--- src/rtl/branch_unit.sv ---
// In-order branch resolution unit: buffers conditional branches until their operands
// are ready, evaluates them at the head, and presents {pc, taken} to the CDB arbiter.
module branch_unit #(
    parameter int DEPTH = 4,
    parameter int TAG_W = 5
) (
    input  logic             clk_in,
    input  logic             rst_in,
    input  logic             rdy_in,
    input  logic             issue_valid,
    input  logic [2:0]       issue_op,
    input  logic [31:0]      issue_pc,
    input  logic             issue_rs1_rdy,
    input  logic             issue_rs2_rdy,
    input  logic [31:0]      issue_rs1_val,
    input  logic [31:0]      issue_rs2_val,
    input  logic [TAG_W-1:0] issue_rs1_tag,
    input  logic [TAG_W-1:0] issue_rs2_tag,
    output logic             full,
    input  logic             cdb_in_active,
    input  logic [TAG_W-1:0] cdb_in_tag,
    input  logic [31:0]      cdb_in_val,
    input  logic             flush_in,
    output logic             out_valid,
    output logic [31:0]      out_addr,
    output logic [31:0]      out_val,
    input  logic             out_grant
);

    localparam int PTR_W = $clog2(DEPTH);
    localparam logic [PTR_W:0] FULL_CNT = (PTR_W + 1)'(DEPTH);

    typedef struct packed {
        logic [2:0]       op;
        logic [31:0]      pc;
        logic             rs1_rdy;
        logic [31:0]      rs1_val;
        logic [TAG_W-1:0] rs1_tag;
        logic             rs2_rdy;
        logic [31:0]      rs2_val;
        logic [TAG_W-1:0] rs2_tag;
    } entry_t;

    entry_t           mem [DEPTH];
    logic [DEPTH-1:0] valid;
    logic [PTR_W-1:0] head, tail;
    logic [PTR_W:0]   count;

    entry_t new_entry;
    logic   do_issue, do_load, head_ok, head_taken;

    function automatic logic eval_branch(input logic [2:0] op, input logic [31:0] a,
                                         input logic [31:0] b);
        case (op)
            3'b000:  return a == b;
            3'b001:  return a != b;
            3'b100:  return $signed(a) <  $signed(b);
            3'b101:  return $signed(a) >= $signed(b);
            3'b110:  return a <  b;
            3'b111:  return a >= b;
            default: return 1'b0;
        endcase
    endfunction

    assign full       = (count == FULL_CNT);
    assign do_issue   = issue_valid && !full && !flush_in;
    assign head_ok    = valid[head] && mem[head].rs1_rdy && mem[head].rs2_rdy;
    assign head_taken = eval_branch(mem[head].op, mem[head].rs1_val, mem[head].rs2_val);
    assign do_load    = head_ok && (!out_valid || out_grant) && !flush_in;

    // The issuing branch also snoops the CDB so a same-cycle broadcast is not missed.
    always_comb begin
        new_entry         = '0;
        new_entry.op      = issue_op;
        new_entry.pc      = issue_pc;
        new_entry.rs1_tag = issue_rs1_tag;
        new_entry.rs2_tag = issue_rs2_tag;
        new_entry.rs1_rdy = issue_rs1_rdy || (cdb_in_active && issue_rs1_tag == cdb_in_tag);
        new_entry.rs2_rdy = issue_rs2_rdy || (cdb_in_active && issue_rs2_tag == cdb_in_tag);
        new_entry.rs1_val = issue_rs1_rdy ? issue_rs1_val : cdb_in_val;
        new_entry.rs2_val = issue_rs2_rdy ? issue_rs2_val : cdb_in_val;
    end

    // NOTE: entry payload needs no reset; the separately reset valid bits decide what is live.
    always_ff @(posedge clk_in) begin
        if (rdy_in && !flush_in) begin
            if (cdb_in_active) begin
                for (int i = 0; i < DEPTH; i++) begin
                    if (valid[i] && !mem[i].rs1_rdy && mem[i].rs1_tag == cdb_in_tag) begin
                        mem[i].rs1_rdy <= 1'b1;
                        mem[i].rs1_val <= cdb_in_val;
                    end
                    if (valid[i] && !mem[i].rs2_rdy && mem[i].rs2_tag == cdb_in_tag) begin
                        mem[i].rs2_rdy <= 1'b1;
                        mem[i].rs2_val <= cdb_in_val;
                    end
                end
            end
            if (do_issue) mem[tail] <= new_entry;
        end
    end

    // NOTE: all state uses non-blocking assignments so every read sees pre-edge values.
    always_ff @(posedge clk_in or negedge rst_in) begin
        if (!rst_in) begin
            valid     <= '0;
            head      <= '0;
            tail      <= '0;
            count     <= '0;
            out_valid <= 1'b0;
            out_addr  <= '0;
            out_val   <= '0;
        end else if (rdy_in) begin
            if (flush_in) begin
                valid     <= '0;
                head      <= '0;
                tail      <= '0;
                count     <= '0;
                out_valid <= 1'b0;
                out_addr  <= '0;
                out_val   <= '0;
            end else begin
                if (do_issue) begin
                    valid[tail] <= 1'b1;
                    tail        <= tail + 1'b1;
                end
                if (do_load) begin
                    out_valid   <= 1'b1;
                    out_addr    <= mem[head].pc;
                    out_val     <= {31'b0, head_taken};
                    valid[head] <= 1'b0;
                    head        <= head + 1'b1;
                end else if (out_grant) begin
                    out_valid <= 1'b0;
                end
                case ({do_issue, do_load})
                    2'b10:   count <= count + 1'b1;
                    2'b01:   count <= count - 1'b1;
                    default: count <= count;
                endcase
            end
        end
    end

endmodule

--- config.mk ---
export PLATFORM = sky130hd
export DESIGN_NAME = branch_unit
export DESIGN_NICKNAME = d
export VERILOG_FILES = /design/src/rtl/branch_unit.sv
export SDC_FILE = /design/constraint.sdc
export NUM_CORES = 1
export LEC_CHECK = 0
export ABC_AREA = 1
export CORE_UTILIZATION = 52
export DETAILED_ROUTE_END_ITERATION = 6
export PLACE_DENSITY_LB_ADDON = 0.08
export SLEW_MARGIN = 20
export SYNTH_ARGS = -nofsm -noshare
export SYNTH_HDL_FRONTEND = slang
export SYNTH_SLANG_ARGS = --single-unit
--- constraint.sdc ---
create_clock -name clk_in -period 4.4 [get_ports clk_in]
set_clock_uncertainty 0.2 [all_clocks]
set_input_delay 1.1 -clock clk_in [delete_from_list [all_inputs] [get_ports clk_in]]
set_output_delay 1.1 -clock clk_in [all_outputs]
set_load 0.01 [all_outputs]
=== Yosys cells after proc, flatten, opt, wreduce, memory -nomap -nowiden ===
Memories as Yosys holds them, arrays and structs flattened.
Cells that the tools add are included.
Widths: inputs -> output; s select.

* Bits of input ports: 155
* Latch bits: 0
* Memories: 1
* Output and inout bits: 66
* RAM bits: 444
* Register bits after elaboration: 76
* Bits in read-only memories: 0

* Add/sub/neg operators: 4
* Bitwise gates (word level): 3
* $mul: 0
* Equal/unequal tests: 20
* Muxes and demuxes: 62
* Div/mod/pow operators: 0
* Shift operators: 0
* Reductions and logical operators: 50
* Magnitude comparators: 8

{| class="wikitable"
|+ Memories
! name !! words !! bits a word !! rd ports !! clocked after memory_dff !! wr ports !! RTL line !! source
|-
| mem || 4 || 111 || 5 || 0 || 5 || 44 || <nowiki>entry_t mem [DEPTH];</nowiki>
|}

{| class="wikitable"
|+ Operator list
! operator !! number
|-
| $mux 32 || 6
|-
| $ge 32x32->1 || 2
|-
| $lt 32x32->1 || 2
|-
| $eq 5x5->1 || 10
|-
| $mux 1 || 41
|-
| $eq 32x32->1 || 1
|-
| $ne 32x32->1 || 1
|-
| $logic_and 1x1->1 || 27
|-
| $mux 4 || 5
|-
| $eq 3x3->1 const B || 5
|-
| $logic_not 1->1 || 11
|-
| $mux 2 || 4
|-
| $reduce_and 2->1 || 4
|-
| $lt 2x3->1 const B || 2
|-
| $pmux 1 s6 || 1
|-
| $pmux 3 s2 || 1
|-
| $reduce_bool 3->1 || 2
|-
| $add 2x1->2 const B || 2
|-
| $and 4x4->4 || 1
|-
| $demux 1 s2 || 2
|-
| $ge 2x1->1 const B || 2
|-
| $not 4->4 || 1
|-
| $or 4x4->4 || 1
|-
| $reduce_bool 2->1 || 2
|-
| 9 further kinds || 11
|}

=== Logic depth before layout (Yosys ltp) ===
* Depth in word-level cells: 11
* Mapped depth: 24
* Depth with buffers taken out: 20

=== Worst setup path after synthesis ===
OpenSTA, ideal clock, no wires.

* Kind: input port to flip-flop
* From: input port rdy_in
* To: memory mem[3][10] (netlist bit) (enable)
* Stages: 7
* Library setup time: 0.515 ns
* Buffers on the path: 1
* Slack: -1.496 ns
* Arrival: 5.181 ns
* Data required time: 3.685 ns
* Cell sequence: inv_2 -> nor2_4 -> inv_2 -> clkbuf_1 -> nor2_1 -> nand4_1 -> o41ai_1

{| class="wikitable"
|+ RTL lines
! element !! RTL line !! source
|-
| from (decl) || 9 || <nowiki>input logic rdy_in,</nowiki>
|-
| to (decl) || 44 ||
|}

=== Final worst setup path ===
* From: register head[0]
* To: register out_val[0]

* Cells in the longest elaborated chain, start to end: 8
* Elaborated cells between the ends (all ways): 24

{| class="wikitable"
|+ RTL lines
! element !! RTL line !! source
|-
| from (decl) || 46 || <nowiki>logic [PTR_W-1:0] head, tail;</nowiki>
|-
| from (signal assigned) || 132 || <nowiki>head <= head + 1'b1;</nowiki>
|-
| branches (longest 8 deep; another with $mem_v2 4x111) || n/a ||
|-
| to (signal assigned) || 130 || <nowiki>out_val <= {31'b0, head_taken};</nowiki>
|-
| to (decl) || 26 || <nowiki>output logic [31:0] out_val,</nowiki>
|}

Parallel ways; which one is timed is not known. The select of a mux whose other input is x is not followed.
A chain may end at the register's enable or synchronous reset.

==> flow_results.org <==
** Setup path
- The worst setup path is captured at a flop.
- Largest fanout of any net on the critical path :: about 210
- The largest single stage delay on the critical path is around 470 ps.
- Critical path, cell by cell :: buf_12, nand2_1, a32o_1, ha_1, nand2_1, nor2_2, nand4_1, nor2_2, nand2_1, nand3_1, nand2_1, nand3_1, nand2_1, nor2_1, nand2_1, nand2_1, nand2_1
- Worst endpoint data arrival time :: just over 4000 ps
- Critical register-to-register path endpoint :: out_val[0]
- Worst setup path class :: reg -> reg
- By instance count, the cell type seen most on the critical path is sky130_fd_sc_hd__nand2_1.
- Data on the critical path is required at its endpoint by about 4700 ps.
- Critical Path Start Type :: flop
- The worst register-to-register path begins at head[0].
- Counting cells, the worst reg-to-reg path comes to 17.
- On the critical path, the stage with the largest delay is an instance of sky130_fd_sc_hd__buf_12.
- Reg2reg setup slack :: 650 ps

** Synth
- Async SR Flop Fraction :: 9.20%
- Synthesis inferred 489 register bits.
- Synth unique cells :: 52
- Post-synthesis average cell area :: 11.4 um^2
- In this run the cell area of the synthesized design comes to 22600 um^2.
- Number of enable flip-flop cells after synthesis :: roughly 440
- The share of the Yosys chip area taken by registers is 64.0%.
- Dominant synthesized flop cell :: sky130_fd_sc_hd__edfxtp_1
- Syn. warnings :: 0
- Synthesis produced roughly 2000 cells.

** CTS
- The H-tree generated during clock tree synthesis spans 2 levels.
- TritonCTS built the clock tree.
- Buffers added to address setup during post-CTS repair amount to 0.
- Number of resized instances in the post-cts repair step :: 0
- Clock-pin slew on the worst setup and hold paths :: 60 ps
- The root buffer cell chosen for the clock tree is sky130_fd_sc_hd__clkbuf_16.
- After clock tree synthesis, the flow added hold-fix buffers numbering 0.
- Source-to-sink clock delay at the later pin of the worst-skew pair :: between 500 and 600 ps
- Counting along the longest clock path gives a buffer depth of 3.
- Total clock buffers created by CTS :: 51
- The clock drives 489 sinks.

** Layout
- NumNets Final :: 2322
- Fraction of layout instances using a drive strength above 1 :: 6.50%
- Relative to the synthesized area, the layout overhead comes to 18.3%.

** Global routing
- Global routing used roughly 3.6% of the available met3 tracks.
- Remaining Overflow, GRT :: 0
- The number of antenna violations at the first check in global routing is 1.
- Layer with the highest usage after global routing :: met2
- For this run, global-route usage on met2 was measured as between 40% and 50%.
- The first global-routing pass estimated 87.7 mm of wire.
- Total global-route track usage :: 25.8%
- Met1 track utilization from global routing :: 36.5%
- Number of global-route vias before repair :: around 16000
- Maximum number of pins on one net before global-route repair :: 206

** Job
- Max-cap viol count :: 0

** STA
- The final-report hold violation count came to 0.
- Worst setup slack after layout :: 651 ps
- Unrepaired setup endpoints after global routing :: false
- The number of max-slew violations in the final report is 0.
- For the pin with the worst max-slew slack, the measured transition is approximately 1100 ps.
- Slew headroom :: a little under a quarter
- Derived from the worst setup path, the maximum achievable clock frequency is between 200 and 300 MHz.
- Aggregate negative setup slack :: 0 ps
- Minimum clock period :: 3750 ps
- Number of setup violations in the final report :: 0
- Dividing the final minimum period by the clock period gives 85.2%.

** Floorplanning
- The initial utilization of the core area, before any placement, comes to 53.2%.
- In this run the count of I/O pins placed on the die edge is 221.
- The die is 210 um tall.
- In this run the horizontal extent of the chip is between 200 and 250 um.
- The die covers ~44000 um^2.
- Standard-cell rows :: 75
- Core box area :: 42400 um^2

** Hold path
- Hold Path Cell Cnt :: 2
- The worst hold path begins at out_val[0].
- Destination of the worst hold path :: out_val[0]
- The path class of the tightest hold or removal check is reg -> reg.

** Detailed routing
- Total via count after detailed routing :: 16096
- Detail Route Antenna Nets :: 0
- DRC violation total after the first TritonRoute iteration :: 1225
- In the routed layout, each cell is associated on average with a via count of 5.86.
- The first TritonRoute pass finished after 6 iterations.
- Wire length reported by the detailed router :: 57.0 mm
- In the routed design, unresolved DRC markers number 0.
- Routed len/inst :: 20.7 um

** Power
- Net switching power :: 0.00224 W
- In this run, the clock network consumes a little over two fifths of the power.
- Static Leak :: 9.97 nW
- In this run the power density over the cells is 382 nW/um^2.
- Of the total power, the share spent switching nets is 22.0%.
- Combinational logic burns 7.3% of the power.
- The worst-case IR drop observed on VDD is 0.363 mV.
- Reg power frac :: 50.6%
- Internal portion of total power :: 0.00795 W

** Placed design
- Half-perimeter wire length of the detailed placement result :: about 34 mm
- GPL Wtd Cong :: 0.861
- Post-place setup slack :: 665 ps
- During placement, the flow inserted port buffers numbering 189.

** Run status
- Run status :: finished, final reports clean
## state kept, by name, indices dropped and copies added, names as in the netlist
signal and count:
mem 444, out_val 1, out_valid 1, valid 4, count 3, head 2, out_addr 32, tail 2
## layout make-up
cell class / count / area, um^2
sequential: 489 / 14500
inverter: 48 / 188
tap: 577 / 722
timing repair buffer: 226 / 2350
clock buffer: 73 / 1410
fill: 3390 / 15700
multi-input combinational: 1310 / 7330
clock inverter: 23 / 243
antenna: 1 / 2.50
## worst max path at each step
stage | from | to | slack [ps]
6_report | head[0] | out_val[0] | 650
5_1_grt | head[0] | out_val[0] | 360
4_1_cts | head[0] | out_val[0] | 710
3_5_place_dp | cdb_in_tag[1] | mem[2][60] | 670
3_3_place_gp | cdb_in_tag[3] | mem[2][58] | 710
2_1_floorplan | rdy_in | mem[3][10] | 70
## power groups by stage
stage,clock (W),sequential (W),combinational (W)
after floorplan,0,0.00525,0.000411
after global placement,0,0.00526,0.000728
after detailed placement,0,0.00526,0.000743
after CTS,0.00433,0.00516,0.000747
after global routing,0.00450,0.00516,0.000828
final,0.00428,0.00516,0.000748
## synth_stat cells (2+ instances only)
cell type                   count  area, um^2
sky130_fd_sc_hd__and2_1         2        12.5
sky130_fd_sc_hd__buf_1          8        30.0
sky130_fd_sc_hd__nor4_1         2        12.5
sky130_fd_sc_hd__a22o_1         3        26.3
sky130_fd_sc_hd__o2111ai_1      5        43.8
sky130_fd_sc_hd__nand2_1      328        1230
sky130_fd_sc_hd__o211ai_1       3        22.5
sky130_fd_sc_hd__o21ai_1       62         310
sky130_fd_sc_hd__nor2_1       155         582
sky130_fd_sc_hd__nor2_2         2        12.5
sky130_fd_sc_hd__buf_2         41         205
sky130_fd_sc_hd__nand2_2        5        31.3
sky130_fd_sc_hd__a32o_1        66         661
sky130_fd_sc_hd__xor2_1        15         131
sky130_fd_sc_hd__inv_2          7        26.3
sky130_fd_sc_hd__xnor2_1       10        87.6
sky130_fd_sc_hd__ha_1          40         500
sky130_fd_sc_hd__o21ai_0      341        1710
sky130_fd_sc_hd__edfxtp_1     443       13300
sky130_fd_sc_hd__nor3_1         6        30.0
sky130_fd_sc_hd__clkbuf_1      65         244
sky130_fd_sc_hd__a21o_1         2        15.0
sky130_fd_sc_hd__dfrtp_1       45        1130
sky130_fd_sc_hd__inv_1         40         150
sky130_fd_sc_hd__o41ai_1        2        17.5
sky130_fd_sc_hd__nand4_1       10        62.6
sky130_fd_sc_hd__a221oi_1       2        17.5
sky130_fd_sc_hd__a41o_1         2        20.0
sky130_fd_sc_hd__nand3_1        9        45.0
sky130_fd_sc_hd__a21oi_1       57         285
sky130_fd_sc_hd__buf_6          7        78.8
sky130_fd_sc_hd__o22ai_1       71         444
sky130_fd_sc_hd__buf_4         39         293
sky130_fd_sc_hd__mux2i_1       64         641
## kinds of logic after synthesis
kind of cell	share of synthesized area, %
compound gates	16.1
simple gates	9.22
flops	64.0
buf+inv	4.57
mux	2.84
fa+ha+maj	2.30
xor+xnor	0.970
other cells	0.0166
## metal layers
layer | up-vias | routed length [um]
met5 | - | 0
met1 | 7782 | 24600
li1 | 7561 | -
met4 | 0 | 1300
met3 | 97 | 4070
met2 | 656 | 27000
## worst max-delay path, delay by kind of cell, from the launching register on
kind / cells / cell delay (ps)
AOI/OAI and AO/OA: 1 / 300
adders and majority gates: 1 / 380
buffers and inverters: 1 / 470
DFF: 1 / 450
and+or+nand+nor: 14 / 1460
## cells in the final DEF, fill, tap and decap left out, drive strengths merged, types with 3 or more instances in the layout
cell	netlist	routed
inv	47	48
a21oi	58	58
nand2	333	333
o2111ai	5	5
nor3	7	7
nor2	159	159
dfrtp	45	45
a22o	3	3
o21ai	403	403
bufinv	0	5
ha	40	40
nand4	10	10
nand3	10	10
edfxtp	443	443
mux2i	64	64
xor2	15	15
clkdlybuf4s50	0	186
xnor2	10	10
a32o	66	66
conb	1	31
buf	95	40
o211ai	3	3
clkinv	1	18
clkbuf	65	73
o22ai	71	71
## stage by stage
step	total power, W	hold WS, ps	cell area (um^2)	instances	util (%)
after floorplan	0.00567	255	22700	2007	-
after global placement	0.00598	266	25100	2650	59.1
after detailed placement	0.00600	264	25100	2650	59.1
after CTS	0.0102	279	26700	2746	63.0
after global routing	0.0105	296	26700	2747	63.0
final	0.0102	278	26700	2747	63.0
(Power assumes the default switching activity.)
